$ cat config.mk
export PLATFORM = sky130hd
export DESIGN_NAME = id_ex_stage
export DESIGN_NICKNAME = d
export VERILOG_FILES = /design/src/rtl/id_ex_stage_pkg.sv /design/src/rtl/id_ex_stage_alu_ctrl.sv /design/src/rtl/id_ex_stage.sv
export SDC_FILE = /design/constraint.sdc
export NUM_CORES = 1
export LEC_CHECK = 0
export CAP_MARGIN = 25
export CELL_PAD_IN_SITES_DETAIL_PLACEMENT = 1
export CELL_PAD_IN_SITES_GLOBAL_PLACEMENT = 1
export CORE_MARGIN = 5
export CORE_UTILIZATION = 45
export CTS_BUF_LIST = sky130_fd_sc_hd__clkbuf_4 sky130_fd_sc_hd__clkbuf_8
export DETAILED_ROUTE_END_ITERATION = 16
export DONT_BUFFER_PORTS = 1
export HOLD_SLACK_MARGIN = 0.03
export PLACE_DENSITY = 0.84
export SLEW_MARGIN = 25
export SYNTH_ARGS = -nofsm -noshare
export SYNTH_HDL_FRONTEND = slang
export SYNTH_HIERARCHICAL = 1
export SYNTH_SLANG_ARGS = --single-unit
$ cat constraint.sdc
create_clock -name clk -period 4.3 [get_ports clk]
set_clock_uncertainty 0.15 [all_clocks]
set_input_delay 0.645 -clock clk [delete_from_list [all_inputs] [get_ports clk]]
set_output_delay 0.645 -clock clk [all_outputs]
set_load 0.02 [all_outputs]
$ cat src/rtl/id_ex_stage_pkg.sv
// Shared encodings for the kanade32 decode/execute boundary: ALU op codes,
// primary opcodes and R-type funct values.
package id_ex_stage_pkg;

    localparam logic [2:0] ALU_OP_AND     = 3'b000;
    localparam logic [2:0] ALU_OP_OR      = 3'b001;
    localparam logic [2:0] ALU_OP_ADD     = 3'b010;
    localparam logic [2:0] ALU_OP_SUB_NOT = 3'b011;
    localparam logic [2:0] ALU_OP_SUB     = 3'b110;
    localparam logic [2:0] ALU_OP_SLT     = 3'b111;

    localparam logic [5:0] OPC_RTYPE = 6'h00;
    localparam logic [5:0] OPC_BEQ   = 6'h04;
    localparam logic [5:0] OPC_BNE   = 6'h05;
    localparam logic [5:0] OPC_ADDI  = 6'h08;
    localparam logic [5:0] OPC_SLTI  = 6'h0A;
    localparam logic [5:0] OPC_ANDI  = 6'h0C;
    localparam logic [5:0] OPC_ORI   = 6'h0D;
    localparam logic [5:0] OPC_LW    = 6'h23;
    localparam logic [5:0] OPC_SW    = 6'h2B;

    localparam logic [5:0] FN_ADD = 6'h20;
    localparam logic [5:0] FN_SUB = 6'h22;
    localparam logic [5:0] FN_AND = 6'h24;
    localparam logic [5:0] FN_OR  = 6'h25;
    localparam logic [5:0] FN_SLT = 6'h2A;

endpackage

$ cat src/rtl/id_ex_stage_alu_ctrl.sv
// Combinational ALU-control decoder: opcode/funct to ALU op, operand-B source
// and the control flags carried down the pipe.
module alu_ctrl
    import id_ex_stage_pkg::*;
(
    input  logic [5:0] opcode,
    input  logic [5:0] funct,
    output logic [2:0] alu_op,
    output logic       imm_zext,
    output logic       use_imm,
    output logic       reg_write,
    output logic       mem_rd,
    output logic       mem_wr,
    output logic       branch,
    output logic       illegal
);

    always_comb begin
        alu_op    = ALU_OP_ADD;
        imm_zext  = 1'b0;
        use_imm   = 1'b0;
        reg_write = 1'b0;
        mem_rd    = 1'b0;
        mem_wr    = 1'b0;
        branch    = 1'b0;
        illegal   = 1'b0;
        case (opcode)
            OPC_RTYPE: begin
                reg_write = 1'b1;
                case (funct)
                    FN_ADD:  alu_op = ALU_OP_ADD;
                    FN_SUB:  alu_op = ALU_OP_SUB;
                    FN_AND:  alu_op = ALU_OP_AND;
                    FN_OR:   alu_op = ALU_OP_OR;
                    FN_SLT:  alu_op = ALU_OP_SLT;
                    default: begin
                        reg_write = 1'b0;
                        illegal   = 1'b1;
                    end
                endcase
            end
            OPC_ADDI: begin
                use_imm   = 1'b1;
                reg_write = 1'b1;
            end
            OPC_SLTI: begin
                alu_op    = ALU_OP_SLT;
                use_imm   = 1'b1;
                reg_write = 1'b1;
            end
            OPC_ANDI: begin
                alu_op    = ALU_OP_AND;
                use_imm   = 1'b1;
                imm_zext  = 1'b1;
                reg_write = 1'b1;
            end
            OPC_ORI: begin
                alu_op    = ALU_OP_OR;
                use_imm   = 1'b1;
                imm_zext  = 1'b1;
                reg_write = 1'b1;
            end
            OPC_LW: begin
                use_imm   = 1'b1;
                reg_write = 1'b1;
                mem_rd    = 1'b1;
            end
            OPC_SW: begin
                use_imm = 1'b1;
                mem_wr  = 1'b1;
            end
            OPC_BEQ: begin
                alu_op = ALU_OP_SUB;
                branch = 1'b1;
            end
            OPC_BNE: begin
                alu_op = ALU_OP_SUB_NOT;
                branch = 1'b1;
            end
            default: illegal = 1'b1;
        endcase
    end

endmodule

$ cat src/rtl/id_ex_stage.sv
// ID/EX pipeline register for kanade32: captures decoded operands, forwards
// write-back results at capture and keeps snooping them while the ALU stalls.
module id_ex_stage
    import id_ex_stage_pkg::*;
#(
    parameter int XLEN   = 32,
    parameter int REG_AW = 5
) (
    input  logic              clk,
    input  logic              rst,
    input  logic              flush,
    input  logic              id_valid,
    output logic              id_ready,
    input  logic [5:0]        id_opcode,
    input  logic [5:0]        id_funct,
    input  logic [REG_AW-1:0] id_rs,
    input  logic [REG_AW-1:0] id_rt,
    input  logic [REG_AW-1:0] id_rd,
    input  logic [XLEN-1:0]   id_rs_data,
    input  logic [XLEN-1:0]   id_rt_data,
    input  logic [15:0]       id_imm,
    input  logic              wb0_we,
    input  logic [REG_AW-1:0] wb0_rd,
    input  logic [XLEN-1:0]   wb0_data,
    input  logic              wb1_we,
    input  logic [REG_AW-1:0] wb1_rd,
    input  logic [XLEN-1:0]   wb1_data,
    output logic              ex_valid,
    input  logic              ex_ready,
    output logic [2:0]        alu_op,
    output logic [XLEN-1:0]   alu_a,
    output logic [XLEN-1:0]   alu_b,
    output logic [REG_AW-1:0] ex_rd,
    output logic              ex_reg_write,
    output logic              ex_mem_rd,
    output logic              ex_mem_wr,
    output logic              ex_branch,
    output logic [XLEN-1:0]   ex_rt_data,
    output logic              ex_illegal
);

    // Handshake: a transfer happens on a rising edge where valid & ready are both
    // high; a producer holding valid keeps its payload stable until that edge.
    logic capture, hold;
    assign id_ready = !ex_valid || ex_ready;
    assign capture  = id_valid && id_ready;
    assign hold     = ex_valid && !ex_ready;

    logic [2:0] dec_op;
    logic       dec_zext, dec_use_imm, dec_rw, dec_mr, dec_mw, dec_br, dec_ill;

    alu_ctrl u_alu_ctrl (
        .opcode    (id_opcode),
        .funct     (id_funct),
        .alu_op    (dec_op),
        .imm_zext  (dec_zext),
        .use_imm   (dec_use_imm),
        .reg_write (dec_rw),
        .mem_rd    (dec_mr),
        .mem_wr    (dec_mw),
        .branch    (dec_br),
        .illegal   (dec_ill)
    );

    // EX/MEM port wins over MEM/WB; r0 is hard-wired and never overridden.
    function automatic logic [XLEN-1:0] fwd(
        input logic [REG_AW-1:0] src,
        input logic [XLEN-1:0]   dflt,
        input logic              w0_we,
        input logic [REG_AW-1:0] w0_rd,
        input logic [XLEN-1:0]   w0_data,
        input logic              w1_we,
        input logic [REG_AW-1:0] w1_rd,
        input logic [XLEN-1:0]   w1_data
    );
        if (src == '0)                     return dflt;
        else if (w0_we && (w0_rd == src))  return w0_data;
        else if (w1_we && (w1_rd == src))  return w1_data;
        else                               return dflt;
    endfunction

    logic [REG_AW-1:0] rs_tag, rt_tag;
    logic              b_is_reg;
    logic [XLEN-1:0]   rs_fwd, rt_fwd, rs_snp, rt_snp, imm_ext;

    always_comb begin
        rs_fwd  = fwd(id_rs, id_rs_data, wb0_we, wb0_rd, wb0_data, wb1_we, wb1_rd, wb1_data);
        rt_fwd  = fwd(id_rt, id_rt_data, wb0_we, wb0_rd, wb0_data, wb1_we, wb1_rd, wb1_data);
        rs_snp  = fwd(rs_tag, alu_a, wb0_we, wb0_rd, wb0_data, wb1_we, wb1_rd, wb1_data);
        rt_snp  = fwd(rt_tag, ex_rt_data, wb0_we, wb0_rd, wb0_data, wb1_we, wb1_rd, wb1_data);
        imm_ext = dec_zext ? {{(XLEN-16){1'b0}}, id_imm} : {{(XLEN-16){id_imm[15]}}, id_imm};
    end

    always_ff @(posedge clk or posedge rst) begin
        if (rst) begin
            ex_valid     <= 1'b0;
            alu_op       <= ALU_OP_AND;
            alu_a        <= '0;
            alu_b        <= '0;
            ex_rd        <= '0;
            ex_reg_write <= 1'b0;
            ex_mem_rd    <= 1'b0;
            ex_mem_wr    <= 1'b0;
            ex_branch    <= 1'b0;
            ex_rt_data   <= '0;
            ex_illegal   <= 1'b0;
            rs_tag       <= '0;
            rt_tag       <= '0;
            b_is_reg     <= 1'b0;
        end else begin
            if (flush)        ex_valid <= 1'b0;
            else if (capture) ex_valid <= 1'b1;
            else if (ex_ready) ex_valid <= 1'b0;

            if (capture) begin
                alu_op       <= dec_op;
                alu_a        <= rs_fwd;
                alu_b        <= dec_use_imm ? imm_ext : rt_fwd;
                ex_rd        <= id_rd;
                ex_reg_write <= dec_rw;
                ex_mem_rd    <= dec_mr;
                ex_mem_wr    <= dec_mw;
                ex_branch    <= dec_br;
                ex_rt_data   <= rt_fwd;
                ex_illegal   <= dec_ill;
                rs_tag       <= id_rs;
                rt_tag       <= id_rt;
                b_is_reg     <= !dec_use_imm;
            end else if (hold) begin
                // A stalled instruction must still see results retiring behind it.
                alu_a      <= rs_snp;
                ex_rt_data <= rt_snp;
                if (b_is_reg) alu_b <= rt_snp;
            end
        end
    end

endmodule
Yosys cells after proc, flatten, opt, wreduce, memory -nomap -nowiden
Index checks and enable logic that the tools add are counted.

Eq/ne operators: 22. Multiplexer cells: 35. Reduce and logical (&&, ||, !) cells: 31.

Operator list (count): $mux 32 (21); $eq 6x6->1 const B (7); $eq 5x5->1 (8); $eq 6x4->1 const B (4); $logic_not 5->1 (4); $pmux 3 s6 (1); $eq 6x3->1 const B (2); $pmux 3 s4 (1); $logic_and 1x1->1 (10); $mux 1 (10); $reduce_or 5->1 (2); $reduce_or 8->1 (1); $logic_not 6->1 (1); $reduce_bool 3->1 (2); $reduce_or 6->1 (1); $pmux 1 s2 (2); $reduce_bool 2->1 (2); $reduce_or 2->1 (2); $logic_not 1->1 (3); $reduce_and 3->1 (1); $ne 2x2->1 const B (1); $reduce_and 2->1 (1); $logic_or 1x1->1 (1).

Register bits: 121. Input bits: 188. Output and inout port bits: 111. Logic and storage cells: 102.

Longest topological paths before layout
Gate-level depths: netlist (run 1).

Depth after elaboration: 8. Gate-level depth with buffers: 10. Mapped depth without buffers: 8.

Cells and area by module
The synthesis (run 1) kept the hierarchy.

Modules (own cells, without submodules): id_ex_stage (times used 1, cells each 977, area an instance 8675.8 sq um, seq. area each 3027.9 sq um); alu_ctrl (times used 1, cells each 42, area an instance 297.8 sq um, seq. area each 0.0 sq um).

Worst setup path before layout (run 1)
Ideal clock, no wire load.

Path type: in2reg. Start point: in id_opcode[1]. End point: reg alu_b[16]. Setup time: 0.129 ns. Arrival: 2.708 ns. Data required time: 4.021 ns. Setup slack: 1.313 ns. Stages: 9. Path buffers: 2. Path through: clkbuf_1 nand3_1 o31ai_1 clkinv_1 nand3_1 inv_1 clkbuf_1 a221oi_1 a21oi_1.

Elaborated cells between the ends (all ways): 13. Those cells by class: 6 x eq/ne; 5 x mux; 2 x reduce/logical.

RTL lines: from (decl) (RTL line id_ex_stage.sv:14) `input logic [5:0] id_opcode,`; $eq 6x4->1 / $eq 6x6->1 (equally long branches) (RTL line id_ex_stage_alu_ctrl.sv:27) `case (opcode)`; $reduce_or 6->1 (no line) (*); $mux 1 (*) (RTL line id_ex_stage_alu_ctrl.sv:27); via dec_use_imm (RTL line id_ex_stage.sv:50) `logic dec_zext, dec_use_imm, dec_rw, dec_mr, dec_mw, dec_br, dec_ill;`; $mux 32 (*) (RTL line id_ex_stage.sv:118) `alu_b <= dec_use_imm ? imm_ext : rt_fwd;`; $mux 32 (*) (RTL line id_ex_stage.sv:115) `if (capture) begin`; to (signal assigned) (RTL line id_ex_stage.sv:118); to (signal assigned) (RTL line id_ex_stage.sv:133) `if (b_is_reg) alu_b <= rt_snp;`; to (decl) (RTL line id_ex_stage.sv:32) `output logic [XLEN-1:0] alu_b,`.

Mark *: on every way through the listed nets, which the timed path passes. The rest lies on a longest branch. A chain may end at the register's enable or synchronous reset.

Worst setup path after layout (run 1)
Start point: reg ex_valid. End point: reg alu_b[25].

Cells in the longest elaborated chain, start to end: 5. Elaborated cells between the ends (all ways): 8. Those cells by class: 1 x mux; 7 x reduce/logical.

Ends and longest elaborated chain: from (decl) (RTL line id_ex_stage.sv:28) `output logic ex_valid,`; from (signal assigned) (RTL line id_ex_stage.sv:96) `ex_valid <= 1'b0;`; from (signal assigned) (RTL line id_ex_stage.sv:111) `if (flush) ex_valid <= 1'b0;`; from (signal assigned) (RTL line id_ex_stage.sv:112) `else if (capture) ex_valid <= 1'b1;`; $logic_not 1->1 (RTL line id_ex_stage.sv:45) `assign id_ready = !ex_valid || ex_ready;`; $logic_or 1x1->1 (RTL line id_ex_stage.sv:45); $logic_and 1x1->1 (RTL line id_ex_stage.sv:46) `assign capture = id_valid && id_ready;`; $reduce_bool 2->1 (no line); $reduce_and 2->1 (no line).

Parallel ways exist; a longest one is shown, timed or not.

==> impl_metrics.toml, run 1 <==
[outcome]
status = "complete, but fails checks"
violations = "hold timing"

[clock_network]
cts.clk_slew.worst_paths_ns = 0.08
numCtsBuffers = 17
clock_path_buffers = 2
cts_hold_buffers = 0
clock_latency_ns = 0.45
htreeDepth = 4
cts_tree = "done"
cts_root_buf = "clkbuf_8"
cts_resized = 0
postCtsSetupBuffers = 0
cts_sinks = 121

[place]
pre_cts_ws_ns = 0.917
dp_hpwl_um = 25600
dp.cells = 1212
gp_congestion = 0.875
placed_area_sq_um = 9100
port_buffers = 0

[critical_path]
r2r_start = "ex_valid$_DFFE_PP0P_"
r2r-end = "alu_b[25]$_DFFE_PP0P_"
arrival_ns = 3.67
cp_max_fo = 41
reg2reg_setup_slack_ns = 0.84
cpMaxStageDelayCell = "nor4_4"
worstRegToRegCells = 6
path_cells = "nor2b_2 -> inv_2 -> nand2_2 -> nor4_4 -> a221oi_1 -> a21oi_1"
path_class = "reg -> reg"
crit_path_end_kind = "flop"
cp_data_required_time_ns = 4.51
crit_path_max_incr_delay_ns = 1.06
worst_setup_path_start_kind = "flop"

[synth]
synth_edf_count = 0
syn_area_per_cell_sq_um = 8.81
netlist_area_sq_um = 8970
ys_async_sr_fraction_pct = 100
syn_inst = 1019
ys_types = 67
ys_top_cells_by_area = "dfrtp_1 34%, mux2_2 7.7%, nand2_1 4.7%"
ys.flop_type = "dfrtp_1"
synth_area_leader_cell = "dfrtp_1"
synth_top_area_share_pct = 33.7
yosysWarningCount = 6
synth_nets = 1207
yosysSeqAreaShare_pct = 33.7
ys_ff_latch = 121

[die]
die_w_um = 151
core_sq_um = 19500
num_io_pins = 299
initial_core_util_pct = 46.0
rows = 51
dieHeight_um = 151
dieArea_sq_um = 22900

[sta]
setup_viol = 0
final.setup.tns_ns = 0
hold_ws_ns = -0.0119
drv_slew = 0
worstMarginPinSlew_ns = 1.13
hold_viol_final = 3
slew_headroom_pct = 23.8
grt_setup_unrepaired = "false"
fin_crit_sh_pct = 80.4
period_minus_slack_ns = 3.46
max_freq_mhz = 289
fin_ws_ns = 0.844

[power]
ir_worst_vdd_uv = 186
p_leak_nw = 3.75
power_density_nw_per_um2 = 355
finalPower_mw = 3.37

[grt]
grt_pass1_wl_um = 56500
antenna_found_initial = 2
grt_max_degree = 98
gr-usage-all-layers_pct = 31.8
first_global_vias = 9646
grt_remaining_overflow = 0

[detailed_routing]
vias = 8962
dr.pass1.iters = 5
drt_iter0_markers = 531
drc = 0
wl_per_cell_um = 29.8
wl_um = 37100
viasPerCell = 7.20
ant_nets = 0

[cells_and_area]
mostFrequentLayoutCells = "121 x dfrtp_1, 111 x nand2_1, 76 x nor2_1, 61 x mux2_2, 50 x a31oi_1"
fin_nets = 1154
utilization_pct = 48.5
final_design_area_no_fill_sq_um = 9480
layout_commonest_cell = "dfrtp_1"
area_growth_pct = 5.61
drive_gt1_share_pct = 14.9
top_regs = "alu_a x32, alu_b x32, ex_rt_data x32"
fin_cells = 1245

[flow_run]
drv_cap = 0

[hold_path]
min-delay-path-class = "in -> async"
-- cell type report --
type,instances,area [sq um]
Clock inverter,15,140
Multi-Input combinational cell,776,5450
Timing Repair Buffer,25,188
Sequential cell,121,3030
Inverter,25,101
Clock buffer,17,234
Fill cell,2317,10000
Antenna cell,1,2.50
Tap cell,265,332
-- worst max path at each step --
| stage | startpoint | end | slack, ns | depth (start not counted) |
|---|---|---|---|---|
| floorplan | rst | alu_a[0]$_DFFE_PP0P_ | 0.29 | 1 |
| detailed placement | ex_ready | alu_b[20]$_DFFE_PP0P_ | 0.92 | 6 |
| finish | ex_valid$_DFFE_PP0P_ | alu_b[25]$_DFFE_PP0P_ | 0.84 | 6 |
| global route | ex_valid$_DFFE_PP0P_ | alu_b[20]$_DFFE_PP0P_ | 0.71 | 6 |
| global placement | ex_ready | alu_b[19]$_DFFE_PP0P_ | 1.03 | 6 |
| CTS | ex_valid$_DFFE_PP0P_ | alu_b[20]$_DFFE_PP0P_ | 0.90 | 6 |
-- kinds of logic (layout without fill, tap and decap cells) --
kind of cell / Yosys count / in the layout / share of synthesized area, %
AO/OA/AOI/OAI: 343 / 343 / 29.2
AND/OR/NAND/NOR: 297 / 297 / 15.6
buffers and inverters: 122 / 82 / 6.02
flip-flops: 121 / 121 / 33.7
multiplexers: 96 / 96 / 11.6
XOR/XNOR: 40 / 40 / 3.90
other: 0 / 1 / 0
-- critical path, delay by kind of cell, from the launching register on --
family / cells / cell delay, ns
and+or+nand+nor: 3 / 1.68
AOI/OAI and AO/OA: 2 / 0.47
DFF: 1 / 0.49
buffers and inverters: 1 / 0.55
-- power breakdown --
part / internal [mW] / switching [mW]
Combinational: 0.286 / 0.399
Clock: 0.468 / 0.566
Sequential: 1.29 / 0.356
-- cell usage after synthesis (19+ instances only) --
cell type    n
dfrtp_1    121
nand2_1    112
nor2_1      78
clkbuf_1    63
mux2_2      61
a31oi_1     50
mux2i_1     34
o21ai_0     34
a221o_1     31
a221oi_1    31
o22ai_1     31
inv_1       24
nand3_1     24
nor3_1      22
a21oi_1     20
xnor2_1     20
xor2_1      20
and3_1      19
o32a_1      19
-- routing by layer --
| layer | share of wire, % | vias up | routed length (um) | global-route usage, % |
|---|---|---|---|---|
| li1 | - | 3824 | - | - |
| met2 | 47 | 556 | 17400 | 49.9 |
| met5 | 0.019 | - | 7 | 0 |
| met4 | 3.9 | 2 | 1440 | 14.3 |
| met3 | 11 | 108 | 4210 | 10.7 |
| met1 | 38 | 4472 | 14100 | 39.5 |
Note: power is estimated with default switching activity, not from simulation.
==> run 2: changes to the inputs <==
==> constraint.sdc (replaced) <==
create_clock -name clk -period 3.48 [get_ports clk]
set_clock_uncertainty 0.15 [all_clocks]
set_input_delay 0.522 -clock clk [delete_from_list [all_inputs] [get_ports clk]]
set_output_delay 0.522 -clock clk [all_outputs]
set_load 0.02 [all_outputs]
==> run 2 against run 1 <==
  * The run now ends clean
  * Global-route usage grew 0.67 points
  * Utilization is 2.0 points higher
  * Clock-buffer cell count rose by 3
  * Critical path depth fell by 1
  * Combinational power rose by 30%
  * Register-to-register slack worse by 0.21 ns
  * Flip-flop and latch count unchanged
  * Maximum frequency increased by 21%
  * Clock power up 35%
  * Routed wire length rose by 2.7%
  * Non-clock buffer count up 32
  * Power up 28%
  * Critical path type unchanged
==> impl_metrics.toml, run 2 (synthesized netlist as in run 1, its figures left out) <==
[outcome]
status = "completed"

[clock_network]
clock_latency_ns = 0.45
numCtsBuffers = 17
cts_tree = "done"
cts_root_buf = "clkbuf_8"
htreeDepth = 4
cts_sinks = 121
cts_hold_buffers = 16
cts.clk_slew.worst_paths_ns = 0.08
clock_path_buffers = 2
cts_resized = 0
postCtsSetupBuffers = 0

[detailed_routing]
wl_um = 38100
wl_per_cell_um = 29.9
ant_nets = 0
viasPerCell = 7.14
vias = 9121
drc = 0
drt_iter0_markers = 632
dr.pass1.iters = 5

[sta]
max_freq_mhz = 352
slew_headroom_pct = 44.4
hold_ws_ns = 0.0521
grt_setup_unrepaired = "false"
drv_slew = 0
hold_viol_final = 0
worstMarginPinSlew_ns = 0.834
fin_crit_sh_pct = 81.7
setup_viol = 0
period_minus_slack_ns = 2.84
final.setup.tns_ns = 0

[critical_path]
worst_setup_path_start_kind = "flop"
critical_path.startpoint = "rs_tag[1]$_DFFE_PP0N_"
path_class = "reg -> reg"
cp_max_fo = 32
r2r_start = "rs_tag[1]$_DFFE_PP0N_"
arrival_ns = 3.07
crit_path_end_kind = "flop"
cp_data_required_time_ns = 3.70

[grt]
grt_pass1_wl_um = 57200
first_global_vias = 9570
grt_remaining_overflow = 0
antenna_found_initial = 3
grt_max_degree = 49
gr-usage-all-layers_pct = 32.4

[die]
dieHeight_um = 151
die_w_um = 151
num_io_pins = 299
core_sq_um = 19500
dieArea_sq_um = 22900
initial_core_util_pct = 46.0
rows = 51

[cells_and_area]
utilization_pct = 50.5
top_regs = "alu_a x32, alu_b x32, ex_rt_data x32"
drive_gt1_share_pct = 15.9
mostFrequentLayoutCells = "121 x dfrtp_1, 111 x nand2_1, 76 x nor2_1, 61 x mux2_2, 50 x a31oi_1"
fin_nets = 1186
area_growth_pct = 9.91
layout_commonest_cell = "dfrtp_1"

[place]
gp_congestion = 0.917
port_buffers = 0
dp_hpwl_um = 26200

[flow_run]
drv_cap = 0

[power]
power_density_nw_per_um2 = 438
p_leak_nw = 3.94
ir_worst_vdd_uv = 212
finalPower_mw = 4.32

[hold_path]
min-delay-path-class = "in -> reg"
hp-start = "id_rs[0]"
## run 2: cell types whose count changed in the layout (fill, tap and decap cells not counted), sizes merged
cell	change
clkbuf	+3
dlygate4sd3	+16
inv	-8
buf	+16
diode	+1
clkinv	+2
bufinv	+2
## run 2: layout make-up
class	count	area [sq um]
inverter	25	97.6
clock inverter	11	149
tap	265	332
timing repair buffer	57	531
sequential	121	3030
clock buffer	20	263
fill	2264	9660
multi-input combinational	776	5460
antenna	2	5.00
## run 2: through the flow
step | instances | worst slack, ns | instance area, sq um
finish | 1277 | 0.635 | 9860
CTS | 1273 | 0.614 | 9820
global route | 1277 | 0.462 | 9860
detailed placement | 1226 | 0.498 | 9250
floorplan | 1019 | 0.616 | 8980
global placement | 1226 | 0.581 | 9250
## run 2: path summary, 6_finish.rpt
check                                             endpoint  slack [ns]  cells past startpoint
worst min register to register        b_is_reg$_DFFE_PP0N_        0.35                      2
min in group asynchronous       ex_rt_data[23]$_DFFE_PP0P_        0.40                      2
worst min-delay path                 rs_tag[0]$_DFFE_PP0N_        0.05                      2
max in group asynchronous            alu_b[21]$_DFFE_PP0P_        2.14                      3
worst max register to register       alu_a[14]$_DFFE_PP0P_        0.64                      5
worst max-delay path                 alu_a[14]$_DFFE_PP0P_        0.64                      5
## run 2: where the power goes
part / switching, mW / total, mW / internal [mW]
sequential: 0.438 / 2.04 / 1.60
combinational: 0.507 / 0.892 / 0.384
clock: 0.652 / 1.39 / 0.740
total: 1.60 / 4.32 / 2.72
## run 2: routing by layer
metal  global-route usage [%]  part of all wire (%)
met5                        0                 0.034
met4                     12.0                   2.9
met3                     10.4                    11
met2                     52.3                    48
met1                     40.7                    38
## run 2: worst max-delay path, cell delays in order, from the launching register on
cell     delay (ns)
dfrtp_1        0.44
or4_1          0.53
o21ai_0        0.15
a21o_1         0.40
and2_2         0.79
a221o_1        0.29
==> run 3: changes to the inputs <==
--- a/config.mk
+++ b/config.mk
@@ -9,12 +9,12 @@
 export CELL_PAD_IN_SITES_DETAIL_PLACEMENT = 1
 export CELL_PAD_IN_SITES_GLOBAL_PLACEMENT = 1
 export CORE_MARGIN = 5
-export CORE_UTILIZATION = 45
+export CORE_UTILIZATION = 44
 export CTS_BUF_LIST = sky130_fd_sc_hd__clkbuf_4 sky130_fd_sc_hd__clkbuf_8
 export DETAILED_ROUTE_END_ITERATION = 16
 export DONT_BUFFER_PORTS = 1
 export HOLD_SLACK_MARGIN = 0.03
-export PLACE_DENSITY = 0.84
+export PLACE_DENSITY = 0.86
 export SLEW_MARGIN = 25
 export SYNTH_ARGS = -nofsm -noshare
 export SYNTH_HDL_FRONTEND = slang
==> constraint.sdc (replaced) <==
create_clock -name clk -period 2.51 [get_ports clk]
set_clock_uncertainty 0.15 [all_clocks]
set_input_delay 0.3765 -clock clk [delete_from_list [all_inputs] [get_ports clk]]
set_output_delay 0.3765 -clock clk [all_outputs]
set_load 0.02 [all_outputs]
==> run 3 against run 2 <==
  * Flip-flop and latch count unchanged
  * Cell area up 9.7%
  * Register-to-register slack worse by 0.57 ns
  * Largest cell class unchanged
==> impl_metrics.toml, run 3 (synthesized netlist as in run 1, its figures left out) <==
[outcome]
status = "completed"

[critical_path]
crit_path_end_kind = "flop"
worstRegToRegCells = 7
cp_max_fo = 19
r2r-end = "alu_a[22]$_DFFE_PP0P_"
r2r_start = "rs_tag[2]$_DFFE_PP0N_"
path_class = "in -> reg"
worst_setup_path_start_kind = "primary input"
cp_data_required_time_ns = 2.72
arrival_ns = 2.70
reg2reg_setup_slack_ns = 0.07

[grt]
grt_pass1_wl_um = 64400
grt_max_degree = 67
first_global_vias = 10600
gr-usage-all-layers_pct = 34.8
grt_remaining_overflow = 0
antenna_found_initial = 0

[cells_and_area]
layout_commonest_cell = "dfrtp_1"
drive_gt1_share_pct = 17.6
diodes = 0
top_regs = "alu_a x32, alu_b x32, ex_rt_data x32"
fin_nets = 1266
mostFrequentLayoutCells = "119 x dfrtp_1, 111 x nand2_1, 77 x dlygate4sd3_1, 76 x nor2_1, 61 x mux2_2"
fillers = 2274
area_growth_pct = 20.5

[clock_network]
htreeDepth = 4
numCtsBuffers = 17
clock_latency_ns = 0.45
cts.clk_slew.worst_paths_ns = 0.08
cts_sinks = 121
cts_root_buf = "clkbuf_8"
cts_tree = "done"
clock_path_buffers = 2

[power]
finalPower_mw = 6.18
p_leak_nw = 4.37
power_density_nw_per_um2 = 571
clkPwrFrac_pct = 30.9
p_sw_mw = 2.30
comb_power_share_pct = 23.0
ir_worst_vdd_uv = 378
swShare_pct = 37.3
power_frac_seq_pct = 46.0
p_int_mw = 3.87

[detailed_routing]
drt_iter0_markers = 864
ant_nets = 0
wl_um = 42100
drc = 0
viasPerCell = 7.17
vias = 9757
wl_per_cell_um = 30.9
dr.pass1.iters = 6

[sta]
drv_slew = 0
grt_setup_unrepaired = "true"
fin_crit_sh_pct = 99.3
fin_ws_ns = 0.0170
max_freq_mhz = 401
final.setup.tns_ns = 0
period_minus_slack_ns = 2.49
hold_viol_final = 0
worstMarginPinSlew_ns = 0.838
setup_viol = 0
slew_headroom_pct = 44.0

[hold_path]
holdPathStages = 3
hp-start = "wb0_data[21]"
worstHoldEndpoint = "alu_a[21]$_DFFE_PP0P_"
min-delay-path-class = "in -> reg"

[place]
port_buffers = 0
dp_hpwl_um = 28100
pre_cts_ws_ns = -0.168
gp_congestion = 0.958

[die]
num_io_pins = 299
rows = 52
initial_core_util_pct = 44.5
die_w_um = 153
dieArea_sq_um = 23400
dieHeight_um = 153
core_sq_um = 20200

[flow_run]
drv_cap = 0
==> run 3: changes by cell type in the layout (fill, tap and decap cells not counted), moves of 2 or more <==
cell | before | now
dfrtp_2 | 0 | 2
diode_2 | 2 | 0
xnor2_2 | 0 | 5
o311ai_2 | 0 | 2
dlygate4sd3_1 | 16 | 77
dfrtp_1 | 121 | 119
clkinvlp_4 | 4 | 6
buf_4 | 36 | 44
clkinv_4 | 3 | 1
xnor2_1 | 20 | 15
buf_12 | 5 | 14
==> run 3: critical path, stage by stage <==
cell	delay [ns]
nor3_1	0.21
and2_1	0.28
nor3_2	0.07
buf_4	0.16
nor2_2	0.51
buf_12	0.25
a221oi_1	0.09
dlygate4sd3_1	0.58
o22ai_1	0.16
==> run 3: layer usage <==
metal	up-vias	GRT usage, %	share of wire (%)
li1	4051	-	-
met1	4839	40.4	36
met2	705	57.7	48
met3	162	10.5	11
met4	0	18.7	5.0
met5	-	0	0
==> run 3: how the worst max path moves through the flow <==
stage	from	to	slack (ns)	cells after the start
after global placement	id_opcode[1]	alu_b[17]$_DFFE_PP0P_	-0.02	6
after CTS	rt_tag[4]$_DFFE_PP0N_	alu_b[14]$_DFFE_PP0P_	0.06	7
after floorplan	id_opcode[1]	alu_b[16]$_DFFE_PP0P_	0.06	9
after global routing	rt_tag[2]$_DFFE_PP0N_	alu_b[29]$_DFFE_PP0P_	-0.06	7
after detailed placement	id_opcode[1]	alu_b[19]$_DFFE_PP0P_	-0.17	6
final	id_rt[0]	ex_rt_data[13]$_DFFE_PP0P_	0.02	9
==> run 3: power by group through the flow <==
stage / Clock [mW] / Sequential [mW] / Combinational (mW)
after floorplan: 0 / 2.74 / 0.917
after global placement: 0 / 2.85 / 1.19
after detailed placement: 0 / 2.87 / 1.25
after CTS: 1.93 / 2.83 / 1.36
after global routing: 2.05 / 2.87 / 1.53
final: 1.91 / 2.84 / 1.42
==> run 3: repair_timing <==
item / CTS / global route
gates cloned: 0 / 1
resized for setup: 1 / 10
hold endpoints to repair: 92 / 4
endpoints found under the setup margin: 2 / 30
hold buffers: 72 / 5
pin swaps: 0 / 2
setup buffers: 0 / 1
==> run 3: layout make-up <==
type / instances / area (sq um) / area share [%]
repair buffers: 137 / 1420 / 13.1
well taps: 270 / 338 / 3.12
clock inverters: 12 / 151 / 1.40
clock buffers: 20 / 256 / 2.37
flip-flops and latches: 121 / 3030 / 28.0
multi-input cells: 776 / 5520 / 51.1
inverters: 25 / 97.6 / 0.902
==> run 3: metrics by stage <==
stage / hold slack [ns] / instance area, sq um / cells / utilization, %
6_report: 0.0487 / 10800 / 1361 / 53.6
5_1_grt: 0.0315 / 10800 / 1361 / 53.6
4_1_cts: 0.0303 / 10700 / 1353 / 52.9
3_5_place_dp: 0.288 / 9530 / 1249 / 47.3
3_3_place_gp: 0.284 / 9530 / 1249 / 47.3
2_1_floorplan: 0.290 / 8990 / 1019 / -
